`config.mk`:
```
export PLATFORM = sky130hd
export DESIGN_NAME = id_ex_stage
export DESIGN_NICKNAME = d
export VERILOG_FILES = /design/src/rtl/id_ex_stage.sv
export SDC_FILE = /design/constraint.sdc
export NUM_CORES = 1
export LEC_CHECK = 0
export BUFFER_PORTS_ARGS = -buffer_cell sky130_fd_sc_hd__buf_4
export CAP_MARGIN = 30
export CORE_AREA = 3 3 122 124
export CTS_CLUSTER_SIZE = 16
export DETAILED_ROUTE_END_ITERATION = 10
export DIE_AREA = 0 0 125 127
export GPL_TIMING_DRIVEN = 0
export PLACE_DENSITY = 0.78
export SLEW_MARGIN = 0
export SYNTH_ARGS = -nofsm -noshare
export SYNTH_HDL_FRONTEND = slang
export SYNTH_SLANG_ARGS = --single-unit
```
`constraint.sdc`:
```
create_clock -name clk -period 4 [get_ports clk]
set_clock_uncertainty 0.05 [all_clocks]
set_input_delay 0.4 -clock clk [delete_from_list [all_inputs] [get_ports clk]]
set_output_delay 0.4 -clock clk [all_outputs]
set_load 0.01 [all_outputs]
```
`src/rtl/id_ex_stage.sv`:
```
// id_ex_stage: ID/EX pipeline register plus the EX operand-select front end
// that feeds the ALU (a, b, alu_control) in the 5-stage MIPS pipeline.
//
// Optional feature macro: FORWARDING_EN
//   defined   -> EX/MEM and MEM/WB results are forwarded onto the operands.
//   undefined -> no forwarding. The exmem_*/memwb_* result ports are ignored,
//                and load_use_hazard widens to cover any RAW hazard against
//                EX or EX/MEM. The register file must write-before-read so
//                that MEM/WB is covered.
//
// Ports:
//   clk, reset            rising-edge clock, asynchronous active-high reset
//   stall, flush          hold all contents / load a bubble (flush wins)
//   id_*                  decoded operands, specifiers and control from ID
//   exmem_*, memwb_*      forwarding sources (write enable, rd, result)
//   alu_a, alu_b          ALU operands (forwarded, immediate-muxed)
//   alu_control           registered 4-bit ALU op
//   ex_store_data         forwarded rt value for stores
//   ex_write_reg          destination register (rd or rt)
//   ex_reg_write, ex_mem_read, ex_mem_write, ex_mem_to_reg  registered control
//   ex_valid              EX holds a real instruction
//   load_use_hazard       combinational; IF/ID must hold while high
module id_ex_stage #(
  parameter int unsigned WORD  = 32,
  parameter int unsigned RADDR = 5
) (
  input  logic             clk,
  input  logic             reset,
  input  logic             stall,
  input  logic             flush,
  input  logic             id_valid,
  input  logic [WORD-1:0]  id_rs_data,
  input  logic [WORD-1:0]  id_rt_data,
  input  logic [WORD-1:0]  id_imm,
  input  logic [RADDR-1:0] id_rs,
  input  logic [RADDR-1:0] id_rt,
  input  logic [RADDR-1:0] id_rd,
  input  logic             id_alu_src,
  input  logic             id_reg_dst,
  input  logic [3:0]       id_alu_control,
  input  logic             id_reg_write,
  input  logic             id_mem_read,
  input  logic             id_mem_write,
  input  logic             id_mem_to_reg,
  input  logic             exmem_reg_write,
  input  logic [RADDR-1:0] exmem_rd,
  input  logic [WORD-1:0]  exmem_result,
  input  logic             memwb_reg_write,
  input  logic [RADDR-1:0] memwb_rd,
  input  logic [WORD-1:0]  memwb_result,
  output logic [WORD-1:0]  alu_a,
  output logic [WORD-1:0]  alu_b,
  output logic [3:0]       alu_control,
  output logic [WORD-1:0]  ex_store_data,
  output logic [RADDR-1:0] ex_write_reg,
  output logic             ex_reg_write,
  output logic             ex_mem_read,
  output logic             ex_mem_write,
  output logic             ex_mem_to_reg,
  output logic             ex_valid,
  output logic             load_use_hazard
);

  typedef struct packed {
    logic             valid;
    logic [WORD-1:0]  rs_data;
    logic [WORD-1:0]  rt_data;
    logic [WORD-1:0]  imm;
    logic [RADDR-1:0] rs;
    logic [RADDR-1:0] rt;
    logic [RADDR-1:0] rd;
    logic             alu_src;
    logic             reg_dst;
    logic [3:0]       alu_control;
    logic             reg_write;
    logic             mem_read;
    logic             mem_write;
    logic             mem_to_reg;
  } idex_t;

  idex_t            q;
  idex_t            d_cap;
  logic [WORD-1:0]  fwd_rs;
  logic [WORD-1:0]  fwd_rt;
  logic [RADDR-1:0] write_reg;
  logic             lu_hit;
  logic             raw_hit;

  // Capture image of the ID inputs; an invalid ID slot never carries control.
  always_comb begin
    d_cap             = '0;
    d_cap.valid       = id_valid;
    d_cap.rs_data     = id_rs_data;
    d_cap.rt_data     = id_rt_data;
    d_cap.imm         = id_imm;
    d_cap.rs          = id_rs;
    d_cap.rt          = id_rt;
    d_cap.rd          = id_rd;
    d_cap.alu_src     = id_alu_src;
    d_cap.reg_dst     = id_reg_dst;
    d_cap.alu_control = id_alu_control;
    if (id_valid) begin
      d_cap.reg_write  = id_reg_write;
      d_cap.mem_read   = id_mem_read;
      d_cap.mem_write  = id_mem_write;
      d_cap.mem_to_reg = id_mem_to_reg;
    end
  end

  // ID/EX register: flush > stall > hazard bubble > capture. A bubble is all zeros.
  always_ff @(posedge clk or posedge reset) begin
    if (reset) begin
      q <= '0;
    end else if (flush) begin
      q <= '0;
    end else if (!stall) begin
      if (load_use_hazard) q <= '0;
      else                 q <= d_cap;
    end
  end

  assign write_reg = q.reg_dst ? q.rd : q.rt;

  // Load in EX whose destination (rt) is read by the instruction in ID.
  assign lu_hit = q.valid & q.mem_read & (q.rt != '0) &
                  ((q.rt == id_rs) | (q.rt == id_rt));

`ifdef FORWARDING_EN
  assign raw_hit = 1'b0;

  // EX/MEM has priority over MEM/WB; $0 is never forwarded.
  always_comb begin
    fwd_rs = q.rs_data;
    if (exmem_reg_write && (exmem_rd != '0) && (exmem_rd == q.rs))
      fwd_rs = exmem_result;
    else if (memwb_reg_write && (memwb_rd != '0) && (memwb_rd == q.rs))
      fwd_rs = memwb_result;
  end

  always_comb begin
    fwd_rt = q.rt_data;
    if (exmem_reg_write && (exmem_rd != '0) && (exmem_rd == q.rt))
      fwd_rt = exmem_result;
    else if (memwb_reg_write && (memwb_rd != '0) && (memwb_rd == q.rt))
      fwd_rt = memwb_result;
  end
`else
  logic unused_fwd;

  // Without forwarding, any pending write in EX or EX/MEM must stall ID.
  assign raw_hit = (q.valid & q.reg_write & (write_reg != '0) &
                    ((write_reg == id_rs) | (write_reg == id_rt))) |
                   (exmem_reg_write & (exmem_rd != '0) &
                    ((exmem_rd == id_rs) | (exmem_rd == id_rt)));

  assign fwd_rs     = q.rs_data;
  assign fwd_rt     = q.rt_data;
  assign unused_fwd = ^{exmem_result, memwb_reg_write, memwb_rd, memwb_result};
`endif

  assign load_use_hazard = id_valid & (lu_hit | raw_hit);

  assign alu_a         = fwd_rs;
  assign alu_b         = q.alu_src ? q.imm : fwd_rt;
  assign alu_control   = q.alu_control;
  assign ex_store_data = fwd_rt;
  assign ex_write_reg  = write_reg;
  assign ex_reg_write  = q.reg_write;
  assign ex_mem_read   = q.mem_read;
  assign ex_mem_write  = q.mem_write;
  assign ex_mem_to_reg = q.mem_to_reg;
  assign ex_valid      = q.valid;

endmodule

```
==> metrics <==
die height 127 um; routed vias 4478; WS Path Type flip-flop to primary output; Pwr Total 3.62 mW; Pins Over Slew Limit 0; Antenna Nets Post-Route 0; I/O Pins 313; Total GRT Usage 0.201; Largest register FFs 44; leakage 4.29 nW; Maximum Capacitance Violations 0; core box area 13900 um^2; largest net degree at the start of global routing 61; reg-to-reg slack, setup 1.28 ns; # setup viols final 0; Largest Register q; post-DP HPWL 11.9 mm; RSZ-0062 raised after global routing false; Synth Cell Area 5520 um^2; post-CTS sizing 0; CP Capture Type primary output; final WL 15.9 mm; TritonCTS clock tree done; syn_area_per_cell 12.8 um^2; CTS sink count 117; CP Data Arrival Time 2.36 ns; sum of buffers and inverters on the critical path 2; row count 43; hold_ws 0.0811 ns; critical path's top delay family multiplexers; Mapped Cells 430; DRC 0; R2R depth 9; number of global-route vias before repair 4767; VDD IR max 0.229 mV; Crit Reg-Reg Endpoint ex_store_data[22]; power per cell area 441 nW/um^2; Final min period 2.81 ns; DR pass1 iterations 6; area share of the largest cell type after synthesis 0.530; Fin. Hold Viols 0; initial antenna violation count 0; clk slew on worst S/H paths 0.05 ns; largest buffer count on any clock path 2; CP max-delay cell mux2i_1; status finished, final reports clean; fmax 356 MHz; layout net count 894; crit share post-route 0.702; commonest non-fill, non-tap cell in the layout buf_4; starting density of the core 0.398; nature of the critical path startpoint flip-flop; gr ovfl total 0; hold bufs inserted after CTS 0; Worst EP required 3.55 ns; setup bufs post-CTS 0; Clock Tree Root clkbuf_16; post-synthesis sequential area ratio 0.530; antenna diode instance count 0; Syn. warnings 0; Port Buffers 242; crit path cell chain buf_6, mux2i_1, xnor2_1, nor3_1, nand3_1, a21oi_2, o21a_1, buf_4; wire per inst 17.9 um; area leader, netlist dfrtp_1; vias per cell 5.06; GP Congestion 0.835; global-route wire length before repair 25.4 mm; synth unique cells 27; Area Growth Syn to Fin 48.7%; Clk Latency, worst-skew pair 0.41 ns; crit path max fanout 6; #FFs+latches synth 117; H-tree Lvls 4; worst min path class primary input to asynchronous set/reset pin; DIE AREA 15900 um^2; Die W 125 um; fill count 1136; Synth Net Count 632; slowest stage delay, CP 0.47 ns; worst r2r src q[8]; commonest non-fill, non-tap cells in the layout buf_4, dfrtp_1, a22o_1; drt first-iter violations 206; top cells by area, synth dfrtp_1, a22o_1, buf_4, mux2_2, xnor2_1; Least-Margin Pin Slew 0.754 ns; relative slew slack 0.493; fin cells 885; setup TNS 0 ns; layout cells sized above 1 0.556; DP Cell Count 853; CTS Buf Count 17
==> worst register-to-register path: stages (launching register included) <==
cell,delay [ns]
dfrtp_1,0.34
buf_6,0.13
mux2i_1,0.47
nand3_1,0.15
o311ai_1,0.31
a21oi_2,0.10
o41ai_4,0.48
buf_4,0.31
buf_6,0.18
a22o_1,0.15
==> power breakdown <==
group | internal [mW] | total [mW] | switching, mW
sequential | 1.28 | 1.34 | 0.0675
clock | 1.03 | 1.57 | 0.546
combinational | 0.411 | 0.705 | 0.295
==> cell type report <==
type                            instances  area [um^2]  area share
Buffer                                 98          698      0.0850
Clock buffer                           20          467      0.0568
Clock inverter                         12          153      0.0186
Inverter                                6         25.0     0.00305
Multi-Input combinational cell        209         1880       0.228
Sequential cell                       117         2930       0.356
Tap cell                              180          225      0.0274
Timing Repair Buffer                  243         1840       0.224
==> Yosys cell counts (all sizes together) <==
cell type / n
nor3: 6
o211ai: 1
buf: 81
a31oi: 2
o21ai: 1
o22ai: 1
clkbuf: 17
a21oi: 1
a22o: 113
xnor2: 16
nor2b: 1
or3: 1
nor4: 1
inv: 6
dfrtp: 117
or4: 2
a32o: 4
o21a: 1
nand3: 5
mux2: 32
o311ai: 1
o41ai: 1
xor2: 14
mux2i: 5
==> per-layer routing <==
layer	global-route usage	part of all wire
met5	0	0
met4	0.0797	0.023
met3	0.0715	0.094
met2	0.325	0.48
met1	0.249	0.40
==> worst max-delay path by stage <==
stage	startpoint	end	cells after the start
5_1_grt	q[8]	load_use_hazard	8
3_5_place_dp	q[8]	alu_a[8]	9
6_report	q[8]	load_use_hazard	8
4_1_cts	q[8]	load_use_hazard	8
2_1_floorplan	reset	alu_a[0]	1
3_3_place_gp	reset	ex_store_data[12]	2
==> cell families after synthesis <==
family / after synthesis / share of synthesized area
flops: 117 / 0.530
mux: 37 / 0.0743
simple gates: 16 / 0.0161
xor+xnor: 30 / 0.0476
buf+inv: 104 / 0.130
compound gates: 126 / 0.202
==> through the flow <==
stage,setup slack [ns],utilization,cell area (um^2)
final,1.19,0.592,8220
after global routing,1.01,0.592,8220
after CTS,1.15,0.592,8220
after detailed placement,1.23,0.547,7600
after global placement,-0.781,0.545,7570
after floorplan,0.449,-,5520
Power figures use the tool's default switching activity.
